`src/rtl/mem_access.sv`:
```
// Load/store unit between execute and writeback.
// Accepts one instruction at a time and either passes the ALU result through
// or runs a single data-bus transaction. Load data is formatted with sign or
// zero extension; stores are lane-aligned with matching byte strobes.
module mem_access (
  input  logic        clk,
  input  logic        reset,
  input  logic        in_valid,
  output logic        in_ready,
  input  logic [3:0]  in_op,
  input  logic [63:0] in_addr,
  input  logic [63:0] in_wdata,
  input  logic [4:0]  in_rd,
  input  logic        in_wen,
  output logic        dreq_valid,
  output logic [63:0] dreq_addr,
  output logic [2:0]  dreq_size,
  output logic [7:0]  dreq_strobe,
  output logic [63:0] dreq_data,
  input  logic        dresp_ok,
  input  logic [63:0] dresp_data,
  output logic        out_valid,
  input  logic        out_ready,
  output logic [63:0] out_result,
  output logic [4:0]  out_rd,
  output logic        out_wen,
  output logic        out_misalign
);

  typedef enum logic [1:0] {IDLE, BUS, OUT} state_t;

  state_t state, state_next;

  logic [3:0]  op_q;
  logic [63:0] addr_q;
  logic [63:0] data_q;
  logic [1:0]  size_q;
  logic [7:0]  strobe_q;
  logic        wen_q;
  logic [63:0] result_q;
  logic [4:0]  rd_q;
  logic        out_wen_q;
  logic        misalign_q;

  logic        in_mem;
  logic        in_store;
  logic [1:0]  in_size;
  logic [2:0]  low_mask;
  logic [7:0]  size_mask;
  logic        in_misalign;

  logic [63:0] raw;
  logic [63:0] load_val;

  // Decode the incoming opcode into access kind, size and alignment check.
  always_comb begin
    in_mem    = 1'b0;
    in_store  = 1'b0;
    in_size   = 2'd0;
    low_mask  = 3'b000;
    size_mask = 8'h01;
    case (in_op)
      4'd1, 4'd5: begin in_mem = 1'b1; in_size = 2'd0; end
      4'd2, 4'd6: begin in_mem = 1'b1; in_size = 2'd1; end
      4'd3, 4'd7: begin in_mem = 1'b1; in_size = 2'd2; end
      4'd4:       begin in_mem = 1'b1; in_size = 2'd3; end
      4'd8:       begin in_mem = 1'b1; in_store = 1'b1; in_size = 2'd0; end
      4'd9:       begin in_mem = 1'b1; in_store = 1'b1; in_size = 2'd1; end
      4'd10:      begin in_mem = 1'b1; in_store = 1'b1; in_size = 2'd2; end
      4'd11:      begin in_mem = 1'b1; in_store = 1'b1; in_size = 2'd3; end
      default:    ;
    endcase
    case (in_size)
      2'd0:    begin low_mask = 3'b000; size_mask = 8'h01; end
      2'd1:    begin low_mask = 3'b001; size_mask = 8'h03; end
      2'd2:    begin low_mask = 3'b011; size_mask = 8'h0F; end
      default: begin low_mask = 3'b111; size_mask = 8'hFF; end
    endcase
    in_misalign = in_mem && ((in_addr[2:0] & low_mask) != 3'b000);
  end

  // Shift the response down to the access offset and extend per load type.
  always_comb begin
    raw = dresp_data >> {addr_q[2:0], 3'b000};
    case (op_q)
      4'd1:    load_val = {{56{raw[7]}},  raw[7:0]};
      4'd2:    load_val = {{48{raw[15]}}, raw[15:0]};
      4'd3:    load_val = {{32{raw[31]}}, raw[31:0]};
      4'd5:    load_val = {56'd0, raw[7:0]};
      4'd6:    load_val = {48'd0, raw[15:0]};
      4'd7:    load_val = {32'd0, raw[31:0]};
      default: load_val = raw;
    endcase
  end

  // State register; reset drops any in-flight bus request at once.
  always_ff @(posedge clk or posedge reset) begin
    if (reset) state <= IDLE;
    else       state <= state_next;
  end

  // Next-state logic: pass-through and misaligned ops skip the bus.
  always_comb begin
    state_next = state;
    case (state)
      IDLE: if (in_valid) state_next = (in_mem && !in_misalign) ? BUS : OUT;
      BUS:  if (dresp_ok) state_next = OUT;
      OUT:  if (out_ready) state_next = IDLE;
      default: state_next = IDLE;
    endcase
  end

  // Datapath: latch request fields on accept, result on bus completion.
  always_ff @(posedge clk or posedge reset) begin
    if (reset) begin
      op_q       <= 4'd0;
      addr_q     <= 64'd0;
      data_q     <= 64'd0;
      size_q     <= 2'd0;
      strobe_q   <= 8'd0;
      wen_q      <= 1'b0;
      result_q   <= 64'd0;
      rd_q       <= 5'd0;
      out_wen_q  <= 1'b0;
      misalign_q <= 1'b0;
    end else begin
      case (state)
        IDLE: begin
          if (in_valid) begin
            rd_q       <= in_rd;
            misalign_q <= 1'b0;
            if (!in_mem) begin
              result_q  <= in_addr;
              out_wen_q <= in_wen;
            end else if (in_misalign) begin
              misalign_q <= 1'b1;
              result_q   <= in_addr;
              out_wen_q  <= 1'b0;
            end else begin
              op_q      <= in_op;
              addr_q    <= in_addr;
              size_q    <= in_size;
              wen_q     <= in_wen;
              out_wen_q <= 1'b0;
              strobe_q  <= in_store ? (size_mask << in_addr[2:0]) : 8'd0;
              data_q    <= in_store ? (in_wdata << {in_addr[2:0], 3'b000}) : 64'd0;
            end
          end
        end
        BUS: begin
          if (dresp_ok) begin
            if (op_q >= 4'd8) begin
              result_q  <= addr_q;
              out_wen_q <= 1'b0;
            end else begin
              result_q  <= load_val;
              out_wen_q <= wen_q;
            end
          end
        end
        default: ;
      endcase
    end
  end

  assign in_ready     = (state == IDLE);
  assign dreq_valid   = (state == BUS);
  assign out_valid    = (state == OUT);
  assign dreq_addr    = addr_q;
  assign dreq_size    = {1'b0, size_q};
  assign dreq_strobe  = strobe_q;
  assign dreq_data    = data_q;
  assign out_result   = result_q;
  assign out_rd       = rd_q;
  assign out_wen      = out_wen_q;
  assign out_misalign = misalign_q;

endmodule

```
`config.mk`:
```
export PLATFORM = sky130hd
export DESIGN_NAME = mem_access
export DESIGN_NICKNAME = d
export VERILOG_FILES = /design/src/rtl/mem_access.sv
export SDC_FILE = /design/constraint.sdc
export NUM_CORES = 1
export LEC_CHECK = 0
export CORE_MARGIN = 1
export CORE_UTILIZATION = 43
export DETAILED_ROUTE_END_ITERATION = 10
export PLACE_DENSITY = 0.78
export REMOVE_ABC_BUFFERS = 1
export SLEW_MARGIN = 20
export SYNTH_ARGS = -nofsm -noshare
export SYNTH_HDL_FRONTEND = slang
export SYNTH_SLANG_ARGS = --single-unit
```
`constraint.sdc`:
```
create_clock -name clk -period 6.6 [get_ports clk]
set_clock_uncertainty 0.2 [all_clocks]
set_input_delay 0.99 -clock clk [delete_from_list [all_inputs] [get_ports clk]]
set_output_delay 0.99 -clock clk [all_outputs]
set_load 0.05 [all_outputs]
```
==> reports/results.tsv, run 1 <==
stage	metric	value	unit
status	outcome	finished clean	
final_layout	final instance area	18700	um^2
critical_path	Setup crit start kind	flop	
power	VDD IR max	272	uV
worst_hold_path	Hold Path End	dreq_data[6]	
logic_synthesis	sequential share of the synthesized area	0.397	
critical_path	CP Max Fanout	63	
logic_synthesis	Synth cell types	62	
power	Power Total	9.61	mW
final_layout	final core occ	0.607	
logic_synthesis	post-synthesis instance area	13600	um^2
cts	H-tree lvl count	1	
global_route	number of antenna violations at the first check in global routing	7	
logic_synthesis	Post-synth EDFFs	0	
logic_synthesis	synth top area cells	dfrtp_1 40%, nand2_1 9.4%, mux4_2 8.4%	
floorplanning	DIE HEIGHT	180	um
critical_path	crit path DAT	2.96	ns
place	post-DP HPWL	38300	um
timing	post-route setup slack	2.45	ns
critical_path	Crit. End Element	output pin	
detailed_routing	DR vias	13916	
critical_path	critical path required time	5.41	ns
logic_synthesis	Post-Syn Area per Cell	9.23	um^2
final_layout	most frequent cells in the layout	416 x clkdlybuf4s50_1, 343 x nand2_1, 214 x dfrtp_1, 75 x mux2i_1, 62 x o221ai_1	
timing	worst slew pin tran	1.01	ns
timing	final slew viol count	0	
cts	Root Driver	clkbuf_16	
detailed_routing	Detailed Route WL	55600	um
cts	CTS max path bufs	3	
logic_synthesis	FF+latch count, synth	216	
floorplanning	# IOs	420	
logic_synthesis	yosys warns	0	
timing	unrepaired setup endpoints after global routing	false	
cts	clk_lat worst skew	0.52	ns
timing	Slew headroom	0.322	
worst_hold_path	Hold WC Path Type	flop to flop	
cts	clock sinks	216	
place	Place WS	2.18	ns
run	maxcap violations	0	
final_layout	Layout Cells excl Fill	2215	
timing	Min Hold Slack	0.265	ns
power	Pleak	7.74	nW
global_route	first-pass GRT wire length	84200	um
timing	min Tclk post-route	4.15	ns
global_route	GRT Total Usage	0.334	
global_route	grt ovf	0	
global_route	vias in the first global route	13588	
detailed_routing	Iter 0 DRT Violations	1556	
global_route	largest net degree at the start of global routing	161	
critical_path	R2R cell count	7	
floorplanning	core area	30900	um^2
cts	post_cts resized	0	
power	PwrDens	513	nW/um^2
place	Placed Area	17900	um^2
cts	Post-CTS Setup Bufs	0	
floorplanning	DIE AREA	32400	um^2
timing	Hold Vio Cnt, Final	0	
final_layout	Syn-to-layout area delta	37.6	%
final_layout	commonest non-fill, non-tap cell in the layout	clkdlybuf4s50_1	
cts	clock transition at the registers of the reported paths	0.06	ns
critical_path	R2R Path End	out_result[41]	
cts	hold-fix buffers at CTS	0	
floorplanning	Initial Util	0.441	
logic_synthesis	asr flop ratio synth	1.00	
detailed_routing	DRC viols	0	
critical_path	Reg-to-Reg Start	dreq_addr[0]	
critical_path	Crit Path Class	flop to output pin	
detailed_routing	Wirelength per Cell	25.1	um
timing	final setup fails	0	
detailed_routing	Post-DRT Antenna Nets	0	
floorplanning	row cnt	64	
final_layout	fraction of layout cells with a size suffix above 1	0.0909	
place	dpl cells	2167	
logic_synthesis	cell taking the most area after synthesis	dfrtp_1	
place	# port buffers	418	
floorplanning	Die Wd	180	um
worst_hold_path	hold path depth	2	
logic_synthesis	Synth Flop Type	dfrtp_1	
critical_path	Reg2Reg Setup Slack	2.94	ns
detailed_routing	1st-pass router iterations	6	
timing	Max Fclk	0.241	GHz
detailed_routing	vias per cell	6.28	
cts	CTS Buf Count	25	
cts	TritonCTS clock tree	yes	
final_layout	Final #Nets	2005	
timing	Final Cycle Share	0.629	
logic_synthesis	Yosys top cell area share	0.397	
timing	post-route setup TNS	0	ns
worst_hold_path	Hold Crit Start	dreq_data[6]	
logic_synthesis	Synth Instances	1477	
place	RePlAce Congestion	0.957	
-- cell families (layout without fill, tap and decap cells) --
group / after synthesis / in the layout / share of synthesized area
XOR/XNOR: 1 / 1 / 0.000643
AND/OR/NAND/NOR: 519 / 519 / 0.166
AO/OA/AOI/OAI: 380 / 380 / 0.207
multiplexers: 159 / 159 / 0.167
other: 1 / 5 / 0.000275
buffers and inverters: 201 / 539 / 0.0634
flip-flops: 216 / 216 / 0.397
-- cell type report --
class,instances,area (um^2)
diodes,4,10.0
fillers,2641,12200
flip-flops and latches,216,5410
inverters,49,191
clock inverters,5,75.1
clock buffers,39,748
repair buffers,446,4420
well taps,396,495
multi-input cells,1060,7390
-- state kept, by name, summed over array words and instances (netlist names) --
name          count
op_q              4
out_wen           1
out_misalign      1
out_result       64
dreq_data        64
dreq_addr        64
out_rd            5
size_q            2
dreq_strobe       8
wen_q             1
state             2
-- power by group --
group | internal (mW) | switching (mW) | total, mW
registers | 1.86 | 0.489 | 2.35
logic | 1.95 | 3.89 | 5.84
clock network | 0.850 | 0.571 | 1.42
total | 4.66 | 4.95 | 9.61
-- worst max-delay path, cell delays in order, from the launching register on --
cell             delay [ns]
dfrtp_1                0.44
nand2b_2               0.20
buf_4                  0.36
inv_1                  0.12
buf_4                  0.40
clkdlybuf4s50_1        0.89
-- worst max path at each step --
stage                       from             end  slack [ns]  depth (start not counted)
finish                  state[1]      dreq_valid        2.45                          5
global route            state[1]      dreq_valid        2.36                          5
CTS                     state[1]      dreq_valid        2.46                          5
detailed placement      in_op[0]   out_result[6]        2.18                          7
global placement        in_op[0]   out_result[6]        2.24                          7
floorplan           dreq_addr[1]  out_result[28]       -0.75                          5
-- cells in the mapped netlist, types with 4 or more instances --
cell type,n
o2bb2ai_1,18
buf_2,51
o21a_1,11
a211o_1,5
o221ai_1,62
dfrtp_1,216
a211oi_1,11
nand2_1,343
nor2_1,47
buf_4,6
o2111ai_1,43
nor4_1,22
a311oi_1,4
inv_1,49
o21ai_0,62
mux4_2,51
o31ai_1,53
nand3_1,26
mux2i_1,75
nand2b_1,14
and2_1,11
a22oi_1,13
and3_1,9
mux2_2,33
a2111oi_0,30
nor2b_1,22
a21oi_1,42
clkbuf_1,89
nor3_1,12
-- per-layer routing --
metal	GRT usage	routed length, um	vias to the layer above
li1	-	-	6109
met1	0.405	20300	6755
met2	0.564	26700	911
met3	0.0984	6400	135
met4	0.123	2220	6
met5	0	33	-
Note: power is estimated with default switching activity, not from simulation.
==> inputs of run 2 (changes only) <==
clock period = 3.6 ns   (was 6.6 ns; I/O delays follow)
==> reports/results.tsv, run 2 (same netlist as run 1, synthesis figures left out) <==
stage	metric	value	unit
detailed_routing	1st-pass router iterations	6	
critical_path	Crit Path Class	flop to output pin	
timing	min Tclk post-route	3.48	ns
place	Place WS	0.232	ns
floorplanning	row cnt	64	
final_layout	most frequent cells in the layout	415 x clkdlybuf4s50_1, 343 x nand2_1, 214 x dfrtp_1, 75 x mux2i_1, 62 x o221ai_1	
detailed_routing	DR vias	14154	
floorplanning	Initial Util	0.441	
floorplanning	Die Wd	180	um
detailed_routing	vias per cell	6.29	
final_layout	commonest non-fill, non-tap cell in the layout	clkdlybuf4s50_1	
final_layout	fraction of layout cells with a size suffix above 1	0.109	
cts	CTS max path bufs	3	
detailed_routing	Iter 0 DRT Violations	1473	
power	Power Total	17.7	mW
global_route	GRT Total Usage	0.341	
cts	Post-CTS Setup Bufs	0	
cts	clock transition at the registers of the reported paths	0.06	ns
global_route	vias in the first global route	13982	
timing	worst slew pin tran	1.02	ns
global_route	grt ovf	0	
cts	post_cts resized	0	
timing	Slew headroom	0.318	
floorplanning	core area	30900	um^2
global_route	first-pass GRT wire length	85900	um
status	outcome	finished clean	
final_layout	Syn-to-layout area delta	40.3	%
timing	Final Cycle Share	0.966	
detailed_routing	Wirelength per Cell	24.9	um
final_layout	multi-input logic area	7390	um^2
place	# port buffers	418	
cts	clk_lat worst skew	0.53	ns
detailed_routing	DRC viols	0	
power	Pleak	7.95	nW
critical_path	Setup crit start kind	flop	
floorplanning	DIE AREA	32400	um^2
power	PwrDens	926	nW/um^2
global_route	number of antenna violations at the first check in global routing	9	
critical_path	crit path DAT	2.74	ns
cts	hold-fix buffers at CTS	0	
timing	unrepaired setup endpoints after global routing	false	
final_layout	Fillers	2578	
cts	clock sinks	216	
final_layout	final instance area	19100	um^2
cts	CTS Buf Count	25	
cts	Root Driver	clkbuf_16	
timing	final slew viol count	0	
final_layout	final core occ	0.619	
floorplanning	DIE HEIGHT	180	um
critical_path	critical path required time	2.86	ns
floorplanning	# IOs	420	
final_layout	sequential cell area	5410	um^2
timing	final setup fails	0	
power	VDD IR max	406	uV
global_route	largest net degree at the start of global routing	78	
detailed_routing	Detailed Route WL	56100	um
timing	Max Fclk	0.288	GHz
critical_path	CP Max Fanout	45	
timing	Hold Vio Cnt, Final	0	
place	RePlAce Congestion	0.992	
timing	post-route setup slack	0.122	ns
place	Placed Area	18300	um^2
cts	H-tree lvl count	1	
critical_path	Crit. End Element	output pin	
worst_hold_path	Hold WC Path Type	primary input to async pin	
detailed_routing	Post-DRT Antenna Nets	0	
final_layout	Final #Nets	2038	
run	maxcap violations	0	
place	post-DP HPWL	40300	um
critical_path	R2R cell count	6	
cts	TritonCTS clock tree	yes	
-- run 2: metal layers --
| layer | GRT usage | wire length (um) | vias up |
|---|---|---|---|
| met4 | 0.136 | 2590 | 4 |
| met1 | 0.413 | 20600 | 6891 |
| met2 | 0.576 | 26800 | 894 |
| li1 | - | - | 6194 |
| met5 | 0 | 21 | - |
| met3 | 0.0938 | 6100 | 171 |
-- run 2: critical path, stage by stage, from the launching register on --
cell	delay, ns
dfrtp_4	0.70
buf_4	0.58
clkdlybuf4s50_1	0.92
-- run 2: path summary, 6_finish.rpt --
check | from | endpoint | slack (ns)
hold reg to reg | dreq_data[1] | dreq_data[1] | 0.27
hold / removal | reset | dreq_data[18] | 0.26
min in group clk | dreq_data[1] | dreq_data[1] | 0.27
setup / recovery | dreq_addr[1] | dreq_addr[1] | 0.12
max in group asynchronous | reset | out_result[42] | 2.23
setup reg to reg | dreq_addr[1] | out_result[32] | 0.47
-- run 2: layout make-up --
class	instances	share of cell area
Multi-Input combinational cell	1060	0.386
Sequential cell	216	0.283
Timing Repair Buffer	479	0.251
Clock buffer	36	0.0385
Tap cell	396	0.0259
Inverter	49	0.0100
Clock inverter	8	0.00373
Antenna cell	7	0.000916
-- run 2: metrics by stage --
stage | TNS [ns] | hold slack (ns) | instances
final | 0 | 0.259 | 2251
after global routing | 0 | 0.295 | 2247
after CTS | 0 | 0.272 | 2244
after detailed placement | 0 | 0.260 | 2200
after global placement | 0 | 0.253 | 2200
after floorplan | -1266.76 | 0.246 | 1325
-- run 2: power by group --
part           internal [mW]  leakage, nW  switching [mW]
Sequential              3.40         2.76           0.904
Combinational           3.72         4.79            7.11
Clock                   1.49        0.401            1.08
Total                   8.61         7.95            9.09
